<file path="config.mk">
export PLATFORM = sky130hd
export DESIGN_NAME = spi_flash_arbiter
export DESIGN_NICKNAME = d
export VERILOG_FILES = /design/src/rtl/spi_arb_pkg.sv /design/src/rtl/spi_byte_shifter.sv /design/src/rtl/spi_flash_arbiter.sv
export SDC_FILE = /design/constraint.sdc
export NUM_CORES = 1
export LEC_CHECK = 0
export CAP_MARGIN = 5
export CORE_MARGIN = 2
export CORE_UTILIZATION = 57
export CTS_BUF_LIST = sky130_fd_sc_hd__clkbuf_4 sky130_fd_sc_hd__clkbuf_8
export DETAILED_ROUTE_END_ITERATION = 16
export PLACE_DENSITY_LB_ADDON = 0.2
export SETUP_SLACK_MARGIN = 0.2
export SYNTH_ARGS = -nofsm -noshare
export SYNTH_HDL_FRONTEND = slang
export SYNTH_HIERARCHICAL = 1
export SYNTH_SLANG_ARGS = --single-unit
</file>
<file path="constraint.sdc">
create_clock -name clk -period 2.8 [get_ports clk]
set_clock_uncertainty 0.1 [all_clocks]
set_input_delay 0.56 -clock clk [delete_from_list [all_inputs] [get_ports clk]]
set_output_delay 0.56 -clock clk [all_outputs]
set_load 0.05 [all_outputs]
</file>
<file path="src/rtl/spi_arb_pkg.sv">
// Shared types and constants for the SPI flash port arbiter.
package spi_arb_pkg;

  typedef enum logic [2:0] {
    IDLE  = 3'd0,
    SETUP = 3'd1,
    READY = 3'd2,
    SHIFT = 3'd3,
    GAP   = 3'd4
  } arb_state_t;

  localparam int REQ_BOOT  = 0;
  localparam int REQ_CPU   = 1;
  localparam int BYTE_BITS = 8;

  // Fixed priority: the boot loader wins whenever it is requesting.
  // Returns the index of the requester to own the port (0 = boot, 1 = CPU).
  function automatic logic pick_owner(input logic [1:0] req);
    return req[REQ_BOOT] ? 1'b0 : 1'b1;
  endfunction

endpackage

</file>
<file path="src/rtl/spi_byte_shifter.sv">
// Mode-0 SPI byte engine: SCK divider, MSB-first transmit, receive on rising SCK,
// one-cycle done pulse with the received byte held until the next completion.
module spi_byte_shifter
  import spi_arb_pkg::*;
#(
  parameter int CLKDIV = 2
) (
  input  logic       clk,
  input  logic       rst_n,
  input  logic       load,
  input  logic [7:0] din,
  input  logic       miso,
  output logic       sck,
  output logic       mosi,
  output logic       busy,
  output logic       done,
  output logic       last,
  output logic [7:0] dout
);

  localparam logic [7:0] DIV_LAST = 8'(CLKDIV - 1);
  localparam logic [2:0] LAST_BIT = 3'(BYTE_BITS - 1);

  logic [7:0] div_cnt;
  logic [2:0] bit_cnt;
  logic [7:0] tx_sr;
  logic [7:0] rx_sr;
  logic       sck_r;
  logic       busy_r;
  logic       done_r;
  logic [7:0] dout_r;

  // Shift engine: load a byte, toggle SCK every CLKDIV cycles, sample on rise, advance on fall.
  always_ff @(posedge clk or negedge rst_n) begin
    if (!rst_n) begin
      div_cnt <= '0;
      bit_cnt <= '0;
      tx_sr   <= '0;
      rx_sr   <= '0;
      sck_r   <= 1'b0;
      busy_r  <= 1'b0;
      done_r  <= 1'b0;
      dout_r  <= '0;
    end else begin
      done_r <= 1'b0;
      if (load && !busy_r) begin
        busy_r  <= 1'b1;
        tx_sr   <= din;
        div_cnt <= '0;
        bit_cnt <= '0;
        sck_r   <= 1'b0;
      end else if (busy_r) begin
        if (div_cnt == DIV_LAST) begin
          div_cnt <= '0;
          if (!sck_r) begin
            sck_r <= 1'b1;
            rx_sr <= {rx_sr[6:0], miso};
          end else begin
            sck_r   <= 1'b0;
            tx_sr   <= {tx_sr[6:0], 1'b0};
            bit_cnt <= bit_cnt + 3'd1;
            if (bit_cnt == LAST_BIT) begin
              busy_r <= 1'b0;
              done_r <= 1'b1;
              dout_r <= rx_sr;
            end
          end
        end else begin
          div_cnt <= div_cnt + 8'd1;
        end
      end
    end
  end

  // The final falling edge happens on this clock edge; lets the FSM return to READY
  // in the same cycle that done pulses so back-to-back starts are accepted.
  assign last = busy_r && (div_cnt == DIV_LAST) && sck_r && (bit_cnt == LAST_BIT);

  assign sck  = sck_r;
  assign mosi = tx_sr[7];
  assign busy = busy_r;
  assign done = done_r;
  assign dout = dout_r;

endmodule

</file>
<file path="src/rtl/spi_flash_arbiter.sv">
// Two-requester arbiter for the shared SPI flash port: fixed-priority ownership,
// chip-select setup/idle framing, and a mode-0 byte shifter for the owner.
module spi_flash_arbiter
  import spi_arb_pkg::*;
#(
  parameter int CLKDIV   = 2,
  parameter int CS_SETUP = 2,
  parameter int CS_IDLE  = 4
) (
  input  logic       clk,
  input  logic       resetn,
  input  logic [1:0] req,
  output logic [1:0] gnt,
  input  logic [1:0] start,
  input  logic [7:0] txbyte0,
  input  logic [7:0] txbyte1,
  output logic       busy,
  output logic       done,
  output logic [7:0] rxbyte,
  output logic       spi_sck,
  output logic       spi_mosi,
  input  logic       spi_miso,
  output logic       spi_csn
);

  localparam logic [7:0] SETUP_LAST = 8'(CS_SETUP - 1);
  localparam logic [7:0] IDLE_LAST  = 8'(CS_IDLE - 1);

  arb_state_t state;
  arb_state_t next_state;
  logic       owner;
  logic [7:0] cnt;
  logic       owned;
  logic       load;
  logic       sh_last;
  logic [7:0] tx_sel;

  // State register with the owner latch and the per-state cycle counter.
  always_ff @(posedge clk or negedge resetn) begin
    if (!resetn) begin
      state <= IDLE;
      owner <= 1'b0;
      cnt   <= '0;
    end else begin
      state <= next_state;
      if (state == IDLE && next_state == SETUP) begin
        owner <= pick_owner(req);
      end
      if (next_state != state) begin
        cnt <= '0;
      end else begin
        cnt <= cnt + 8'd1;
      end
    end
  end

  // Next-state logic: arbitration, CS setup/idle timing, byte handshake.
  always_comb begin
    next_state = state;
    unique case (state)
      IDLE:    if (req != 2'b00) next_state = SETUP;
      SETUP:   if (cnt == SETUP_LAST) next_state = READY;
      READY: begin
        if (!req[owner]) begin
          next_state = GAP;
        end else if (start[owner]) begin
          next_state = SHIFT;
        end
      end
      SHIFT:   if (sh_last) next_state = READY;
      GAP:     if (cnt == IDLE_LAST) next_state = IDLE;
      default: next_state = IDLE;
    endcase
  end

  // Outputs decoded from state: grant and chip select only while a requester owns the port.
  always_comb begin
    owned = (state == SETUP) || (state == READY) || (state == SHIFT);
    gnt   = 2'b00;
    if (owned) begin
      gnt = owner ? 2'b10 : 2'b01;
    end
    spi_csn = !owned;
    load    = (state == READY) && req[owner] && start[owner];
    tx_sel  = gnt[REQ_CPU] ? txbyte1 : txbyte0;
  end

  spi_byte_shifter #(
    .CLKDIV (CLKDIV)
  ) u_shifter (
    .clk   (clk),
    .rst_n (resetn),
    .load  (load),
    .din   (tx_sel),
    .miso  (spi_miso),
    .sck   (spi_sck),
    .mosi  (spi_mosi),
    .busy  (busy),
    .done  (done),
    .last  (sh_last),
    .dout  (rxbyte)
  );

endmodule

</file>
==> results of run 1 <==
==> through the flow <==
| step | hold slack (ns) | instance area (um^2) | std cells |
|---|---|---|---|
| after floorplan | 0.164 | 2770 | 259 |
| after global placement | 0.388 | 3160 | 342 |
| after detailed placement | 0.393 | 3160 | 342 |
| after CTS | 0.257 | 3250 | 350 |
| after global routing | 0.290 | 3260 | 350 |
| final | 0.240 | 3260 | 350 |
==> synthesized netlist by cell type, types with 2 or more instances <==
master                     count  share of area
sky130_fd_sc_hd__o41ai_1       7          0.022
sky130_fd_sc_hd__xor2_1        5          0.016
sky130_fd_sc_hd__nor3_1        9          0.016
sky130_fd_sc_hd__or4_1         6          0.016
sky130_fd_sc_hd__nor3_2        2         0.0072
sky130_fd_sc_hd__inv_1        12          0.016
sky130_fd_sc_hd__ha_1          6          0.027
sky130_fd_sc_hd__or3_1         4         0.0090
sky130_fd_sc_hd__mux2i_1       3          0.011
sky130_fd_sc_hd__nor2_1       16          0.022
sky130_fd_sc_hd__a21oi_1       5         0.0090
sky130_fd_sc_hd__mux2_2       17          0.069
sky130_fd_sc_hd__nand3_1      13          0.024
sky130_fd_sc_hd__dfrtp_1      50           0.45
sky130_fd_sc_hd__a31oi_1       9          0.020
sky130_fd_sc_hd__clkbuf_1      8          0.011
sky130_fd_sc_hd__nor4_1        3         0.0068
sky130_fd_sc_hd__and3_1        3         0.0068
sky130_fd_sc_hd__buf_6         4          0.016
sky130_fd_sc_hd__mux2_4        8          0.043
sky130_fd_sc_hd__nand2_1      23          0.031
sky130_fd_sc_hd__or2b_1        2         0.0054
sky130_fd_sc_hd__o22ai_1       2         0.0045
sky130_fd_sc_hd__buf_2         3         0.0054
sky130_fd_sc_hd__nand2b_1      2         0.0045
sky130_fd_sc_hd__nor3b_1       3         0.0081
sky130_fd_sc_hd__o21ai_0       6          0.011
==> state kept, by name (all words and copies together), names as in the netlist <==
| name | cells |
|---|---|
| u_shifter/rx_sr | 8 |
| u_shifter/sck | 1 |
| state | 3 |
| u_shifter/busy | 1 |
| u_shifter/done | 1 |
| u_shifter/tx_sr | 8 |
| u_shifter/bit_cnt | 3 |
| cnt | 8 |
| u_shifter/div_cnt | 8 |
| u_shifter/dout | 8 |
| owner | 1 |
==> final cells by class <==
cell class | count | area, um^2 | share of cell area
Clock buffer | 5 | 68.8 | 0.0211
Clock inverter | 3 | 25.0 | 0.00768
Inverter | 13 | 48.8 | 0.0150
Timing Repair Buffer | 44 | 413 | 0.127
Tap cell | 54 | 67.6 | 0.0207
Multi-Input combinational cell | 181 | 1380 | 0.425
Sequential cell | 50 | 1250 | 0.384
==> power by group through the flow <==
stage	clock, uW	combinational, uW	sequential [uW]
2_1_floorplan	0	9.66	736
3_3_place_gp	0	55.8	736
3_5_place_dp	0	56.7	736
4_1_cts	451	56.8	722
5_1_grt	477	61.6	722
6_report	438	55.6	721
==> logic make-up after synthesis <==
logic type               share of synthesized area
buffers and inverters                       0.0502
multiplexers                                 0.128
AO/OA/AOI/OAI                                0.124
AND/OR/NAND/NOR                              0.199
flip-flops                                   0.452
adder cells (fa/ha/maj)                     0.0271
XOR/XNOR                                    0.0190
==> cells in the final DEF (no fill, tap or decap), types with 2 or more instances in the layout <==
| master | Yosys | final |
|---|---|---|
| sky130_fd_sc_hd__or3_1 | 4 | 4 |
| sky130_fd_sc_hd__nor2_1 | 16 | 16 |
| sky130_fd_sc_hd__nand3_1 | 13 | 13 |
| sky130_fd_sc_hd__a21oi_1 | 5 | 5 |
| sky130_fd_sc_hd__nor3b_1 | 3 | 3 |
| sky130_fd_sc_hd__and3_1 | 3 | 3 |
| sky130_fd_sc_hd__nand2_1 | 23 | 23 |
| sky130_fd_sc_hd__mux2i_1 | 3 | 3 |
| sky130_fd_sc_hd__nand2b_1 | 2 | 2 |
| sky130_fd_sc_hd__nor4_1 | 3 | 2 |
| sky130_fd_sc_hd__ha_1 | 6 | 6 |
| sky130_fd_sc_hd__mux2_4 | 8 | 8 |
| sky130_fd_sc_hd__or2b_1 | 2 | 2 |
| sky130_fd_sc_hd__a31oi_1 | 9 | 9 |
| sky130_fd_sc_hd__clkdlybuf4s50_1 | 0 | 33 |
| sky130_fd_sc_hd__o22ai_1 | 2 | 2 |
| sky130_fd_sc_hd__nor3_2 | 2 | 2 |
| sky130_fd_sc_hd__xor2_1 | 5 | 5 |
| sky130_fd_sc_hd__mux2_2 | 17 | 17 |
| sky130_fd_sc_hd__dfrtp_1 | 50 | 50 |
| sky130_fd_sc_hd__o41ai_1 | 7 | 7 |
| sky130_fd_sc_hd__nor3_1 | 9 | 9 |
| sky130_fd_sc_hd__clkbuf_8 | 0 | 5 |
| sky130_fd_sc_hd__dlygate4sd2_1 | 0 | 2 |
| sky130_fd_sc_hd__o21ai_0 | 6 | 6 |
| sky130_fd_sc_hd__or4_1 | 6 | 6 |
| sky130_fd_sc_hd__inv_1 | 12 | 12 |
| sky130_fd_sc_hd__buf_4 | 0 | 8 |
==> routing by layer <==
layer / track usage / vias up
met4: 0.0808 / 0
met5: 0 / -
li1: - / 1030
met1: 0.293 / 996
met2: 0.343 / 58
met3: 0.0480 / 9
==> path summary, 6_finish.rpt <==
path / slack, ns / depth (start not counted) / to
setup reg to reg: 0.31 / 6 / u_shifter/dout[3]
max in group asynchronous: 1.94 / 2 / u_shifter/sck
min in group clk: 0.41 / 1 / u_shifter/dout[7]
hold reg to reg: 0.41 / 1 / u_shifter/dout[7]
setup / recovery: 0.31 / 6 / u_shifter/dout[3]
hold / removal: 0.24 / 2 / u_shifter/dout[2]
==> what timing repair did <==
action,CTS,global route
setup endpoints to repair,2,7
gates resized for setup,2,1
pin swaps,0,1
cloned,0,0
==> summary by stage, run 1 <==
Final layout
The repair_antennas step left the layout with diodes totalling 0. Once layout is complete, the utilization of the core stands at 0.694. The final layout net count is 324. The proportion of layout cells with a drive suffix above 1 is 0.182. The area growth from synthesis to layout is 17.7%. Fill cells in the final layout number 376.

Worst setup path
The kind of start point of the critical path is a flop. In this run the worst setup path begins at u_shifter/div_cnt[1]. The data arrival time of the critical path is 2.60 ns. The number of buffers and inverters on the critical path is 2.

Among all stages on the critical path, the largest delay is contributed by sky130_fd_sc_hd__or3_1. The critical path capture point type is a flop. The kind of cell with the highest combined delay on the critical path is simple AND/OR/NAND/NOR gates. The endpoint required time on the critical path is 2.91 ns. The biggest cell delay along the critical path is 0.60 ns. The critical path class is flop to flop.

Walking the worst path, the cells encountered are inv_1 -> ha_1 -> or4b_4 -> buf_4 -> or3_1 -> mux2_4. In this run the critical register-to-register path is launched from u_shifter/div_cnt[1]. Along the worst path, the maximum fanout reaches 21.

Synthesis
Yosys printed 6 warnings. After synthesis the netlist holds a flip-flop and latch count of 50. The number of nets produced by synthesis is 288.

The post-synthesis async set-or-reset flop share is 1.00. The count of unique library cells instantiated by Yosys is 55. For this run, the leading register cell type out of synthesis is sky130_fd_sc_hd__dfrtp_1. The number of enable-type register cells in the synthesized netlist is 0. The sequential area share after synthesis is 0.452. The summed instance area of the synthesized netlist is 2770 um^2. The number of instances in the synthesized netlist is 259. Dividing the synthesized area by the synthesized cell count gives 10.7 um^2.

Route
Once detail routing completed, the nets flagged for antenna violations numbered 0. In the detailed route, the total length drawn on met3 is 258 um. The detailed-routed wire length on met2 is 2.49 mm. After detailed routing, no signal wire sits above met4.

The met1 wire length is 2.52 mm. The total detailed-routing wirelength is 5.37 mm. The post-detailed-route via-to-cell ratio is 5.98. The final route contains 2093 vias. The first-pass iteration count of the detailed router is 4. The per-cell routed wire length is 15.3 um. After detailed routing, the number of remaining DRC violations is 0.

The detailed router finished its first iteration with 176 violations.

Timing
The summed negative setup slack over all endpoints is 0 ns. The setup violation total in the final timing report is 0. Measured against its own limit, the worst slew margin works out to 0.586. The slew at the pin with the worst max-slew slack is 0.621 ns.

Based on the critical path, the design can be clocked at up to 402 MHz. The time the worst path needs with I/O delays and setup is 2.49 ns. The number of hold-slack violations in the final timing report is 0. Setup repair after global routing left no endpoint under its margin. Dividing the final minimum period by the clock period gives 0.889.

The number of slew-limit violations in the final report came to 0. The post-route worst setup slack is 0.310 ns.

GRT
Entering global routing, the biggest net connects 51 pins. The overall track demand over capacity in global routing is 0.217. The number of antenna violations at the first check in global routing was 0.

The via count of the first global-routing pass was 1984. The wire length of the first global-routing pass is 9.10 mm. The sum of overflow across all layers after global routing is 0.

Clock tree
The number of hold buffers added after CTS was 0. Clock tree synthesis selected as its root buffer the cell sky130_fd_sc_hd__clkbuf_8. At the later pin of the worst-skew pair, clock insertion delay measures 0.31 ns. Clock tree synthesis inserted a total of 5 buffers. The post-CTS repair timing setup buffer count is 0. The maximum buffer depth of the clock tree is 2.

In this run the number of H-tree levels came out at 2. TritonCTS built the clock tree. After clock tree synthesis, the clock-pin slew on the worst setup and hold paths is 0.10 ns. The number of sinks driven by the clock tree is 50.

Floorplan
The initial standard-cell utilization of the core is 0.590. The area inside the core boundary is 4690 um^2. The I/O pin count is 38. Measured along the y axis, the die boundary spans 73.7 um. Measured along the x axis, the die boundary spans 73.7 um. The die outline area is 5430 um^2.

The placement row count is 25.

Pwr
Of the total power, combinational logic draws 0.046. The part of the power in the clock network is 0.361. Of the total power, registers draw 0.594. The design draws 1220 uW. Of the total power, the share spent switching nets is 0.230. The internal power of the cells totals 935 uW. The switching power summed over all nets is 280 uW. The maximum VDD drop is 0.000256 V.

The static power due to leakage is 0.00143 uW. In this run the power density over the cells is 373 nW/um^2.

Min path
The worst min-delay path class is input port to asynchronous set/reset pin.

Flow run
Across the run, the number of max-cap violations was 0.

Place
The placer congestion estimate is 0.797. Summed over all nets, the half-perimeter wirelength after detailed placement is 3.71 mm. Port buffering added 37 buffers. Prior to clock tree synthesis, the placed netlist has a worst setup slack of 0.332 ns.

Run status
The flow ran to the end, and the final reports show no timing, DRC or antenna violations.
Note: power is estimated with default switching activity, not from simulation.
==> run 2, diff against run 1 <==
--- a/config.mk
+++ b/config.mk
@@ -11,6 +11,7 @@
 export CTS_BUF_LIST = sky130_fd_sc_hd__clkbuf_4 sky130_fd_sc_hd__clkbuf_8
 export DETAILED_ROUTE_END_ITERATION = 16
 export PLACE_DENSITY_LB_ADDON = 0.2
+export RECOVER_POWER = 50
 export SETUP_SLACK_MARGIN = 0.2
 export SYNTH_ARGS = -nofsm -noshare
 export SYNTH_HDL_FRONTEND = slang
==> summary by stage, run 2 (synthesized netlist as in run 1, its figures left out) <==
Timing
The setup violation total in the final timing report is 0 (unchanged). The time the worst path needs with I/O delays and setup is 2.48 ns (-0.00922 ns). The summed negative setup slack over all endpoints is 0 ns (unchanged). Setup repair after global routing left no endpoint under its margin. The number of hold-slack violations in the final timing report is 0 (unchanged). The relative slew slack is 0.184 (-0.402). The worst-case hold slack came to 0.412 ns (+0.172 ns). The highest achievable clock rate is 403 MHz (+0.37%). The final clock period utilization by the worst path is 0.886 (-0.00329). The post-route worst setup slack is 0.319 ns (+0.00922 ns). The number of slew-limit violations in the final report is 0 (unchanged). The slew at the pin with the worst max-slew slack is 1.22 ns (+0.603 ns).

Final layout
Leaving out fill and tap cells, the most frequent cell in the layout is sky130_fd_sc_hd__dfrtp_1. In the layout the commonest cells are sky130_fd_sc_hd__dfrtp_1 (50), sky130_fd_sc_hd__clkdlybuf4s50_1 (32), sky130_fd_sc_hd__nand2_1 (23). The final design area excluding fillers was 3230 um^2 (-0.73%).

The filler cell count is 379 (+0.80%). The number of diodes is 0 (unchanged). The proportion of layout cells with a drive suffix above 1 is 0.172 (-0.0101). The share of the core filled with cells is 0.689 (-0.00507). The final layout net count is 324 (unchanged).

The signed area change from the synthesized netlist to the final layout is 16.9%.

Place
The cell area after placement was 3160 um^2 (unchanged). The half-perimeter wire length after placement was 3.71 mm (unchanged). The placer congestion estimate is 0.797 (unchanged).

The pre-CTS setup slack is 0.332 ns (unchanged). The number of buffer cells added on primary ports is 37 (unchanged).

Worst setup path
The data arrival time of the critical path is 2.59 ns (about the same). The kind of start point of the critical path is a flop. The endpoint required time on the critical path is 2.90 ns (about the same). The maximum fanout encountered on the critical timing path is 21 (unchanged). The critical path class is flop to flop. The critical path capture point type is a flop.

Route
The detailed-route DRC error count is 0 (unchanged). The post-detailed-route via-to-cell ratio is 5.98 (unchanged). The number of nets with antenna violations after detailed routing came to 0 (unchanged). The starting DRC count in detailed routing was 179 (+1.7%). The per-cell routed wire length was 15.4 um (+0.13%). The first-pass iteration count of the detailed router is 4 (unchanged).

The total detailed-routing wirelength is 5.38 mm (+0.13%). The total via count in the routed design is 2093 (unchanged).

GRT
The wire length of the first global-routing pass was 9.10 mm (unchanged). The number of antenna violations at the first check in global routing was 0 (unchanged). The via count of the first global-routing pass is 1984 (unchanged). The maximum number of pins on one net before global-route repair is 51 (unchanged). The overall track demand over capacity in global routing is 0.217 (unchanged). The sum of overflow across all layers after global routing is 0 (unchanged).

Flow run
The count of max-cap constraint violations is 0 (unchanged).

Clock tree
The number of levels the H-tree was split into is 2 (unchanged). The clock insertion delay at the later pin of the skew report is 0.31 ns (about the same). The number of buffers added by the clock tree synthesis step is 5 (unchanged). The cell chosen for the clock root is sky130_fd_sc_hd__clkbuf_8.

The number of sinks driven by the clock tree is 50 (unchanged). The clock transition at the registers of the reported paths is 0.10 ns (about the same). The maximum buffer depth of the clock tree is 2 (unchanged). The TritonCTS clock tree is built.

Pwr
The static power due to leakage is 0.00143 uW (about the same). The maximum VDD drop was 0.000259 V (+1.4%). The ratio of total power to cell area came to 375 nW/um^2 (+0.62%).

Floorplan
The die outline area was 5430 um^2 (unchanged). The I/O pin count is 38 (unchanged). The chip height is 73.7 um (unchanged).

The floorplan die width is 73.7 um (unchanged). The initial standard-cell utilization of the core came to 0.590 (unchanged). The area inside the core boundary came to 4690 um^2 (unchanged). The placement row count is 25 (unchanged).

Min path
The worst min-delay path class is flop to flop.

Run status
The flow ran to the end, and the final reports show no timing, DRC or antenna violations.
-- run 2: where the power goes --
group	internal [uW]	switching (uW)	total, uW	leakage [uW]
registers	722	0	722	0.000595
clock network	181	257	438	0.0000447
logic	32.0	22.6	54.6	0.000792
-- run 2: final timing paths --
path	start	end	slack [ns]	depth (start not counted)
max in group asynchronous	resetn	u_shifter/sck	1.38	2
worst min-delay path	u_shifter/rx_sr[7]	u_shifter/dout[7]	0.41	1
min in group asynchronous	resetn	u_shifter/dout[2]	0.47	2
worst min register to register	u_shifter/rx_sr[7]	u_shifter/dout[7]	0.41	1
worst max-delay path	u_shifter/div_cnt[1]	u_shifter/dout[3]	0.32	6
worst max register to register	u_shifter/div_cnt[1]	u_shifter/dout[3]	0.32	6
-- run 2: cell type report --
class                           instances  area, um^2  area share
Sequential cell                        50        1250       0.387
Tap cell                               54        67.6      0.0209
Clock inverter                          3        25.0     0.00774
Multi-Input combinational cell        181        1360       0.421
Timing Repair Buffer                   44         410       0.127
Inverter                               13        48.8      0.0151
Clock buffer                            5        68.8      0.0213
-- run 2: stage by stage --
stage                     power, uW  std cells
after global placement          792        342
after CTS                      1230        350
final                          1210        350
after global routing           1260        350
after floorplan                 746        259
after detailed placement        792        342
-- run 2: what timing repair did --
action,in CTS,in global routing
hold buffers,0,0
setup buffers,0,0
setup endpoints to repair,2,7
resized for setup,2,1
endpoints found under the hold margin,0,0
pin swaps,0,1
-- run 2: critical path, cell delays in order, from the launching register on --
cell	delay (ns)
sky130_fd_sc_hd__dfrtp_1	0.42
sky130_fd_sc_hd__inv_1	0.08
sky130_fd_sc_hd__ha_1	0.13
sky130_fd_sc_hd__or4b_4	0.46
sky130_fd_sc_hd__buf_4	0.22
sky130_fd_sc_hd__or3_1	0.60
sky130_fd_sc_hd__mux2_4	0.37
-- run 2: per-layer routing --
layer  wire (um)  global-route usage  share of wire
met2        2510               0.343           0.47
met4          82              0.0808          0.015
met5           0                   0              0
met3         224              0.0480          0.042
met1        2560               0.293           0.48
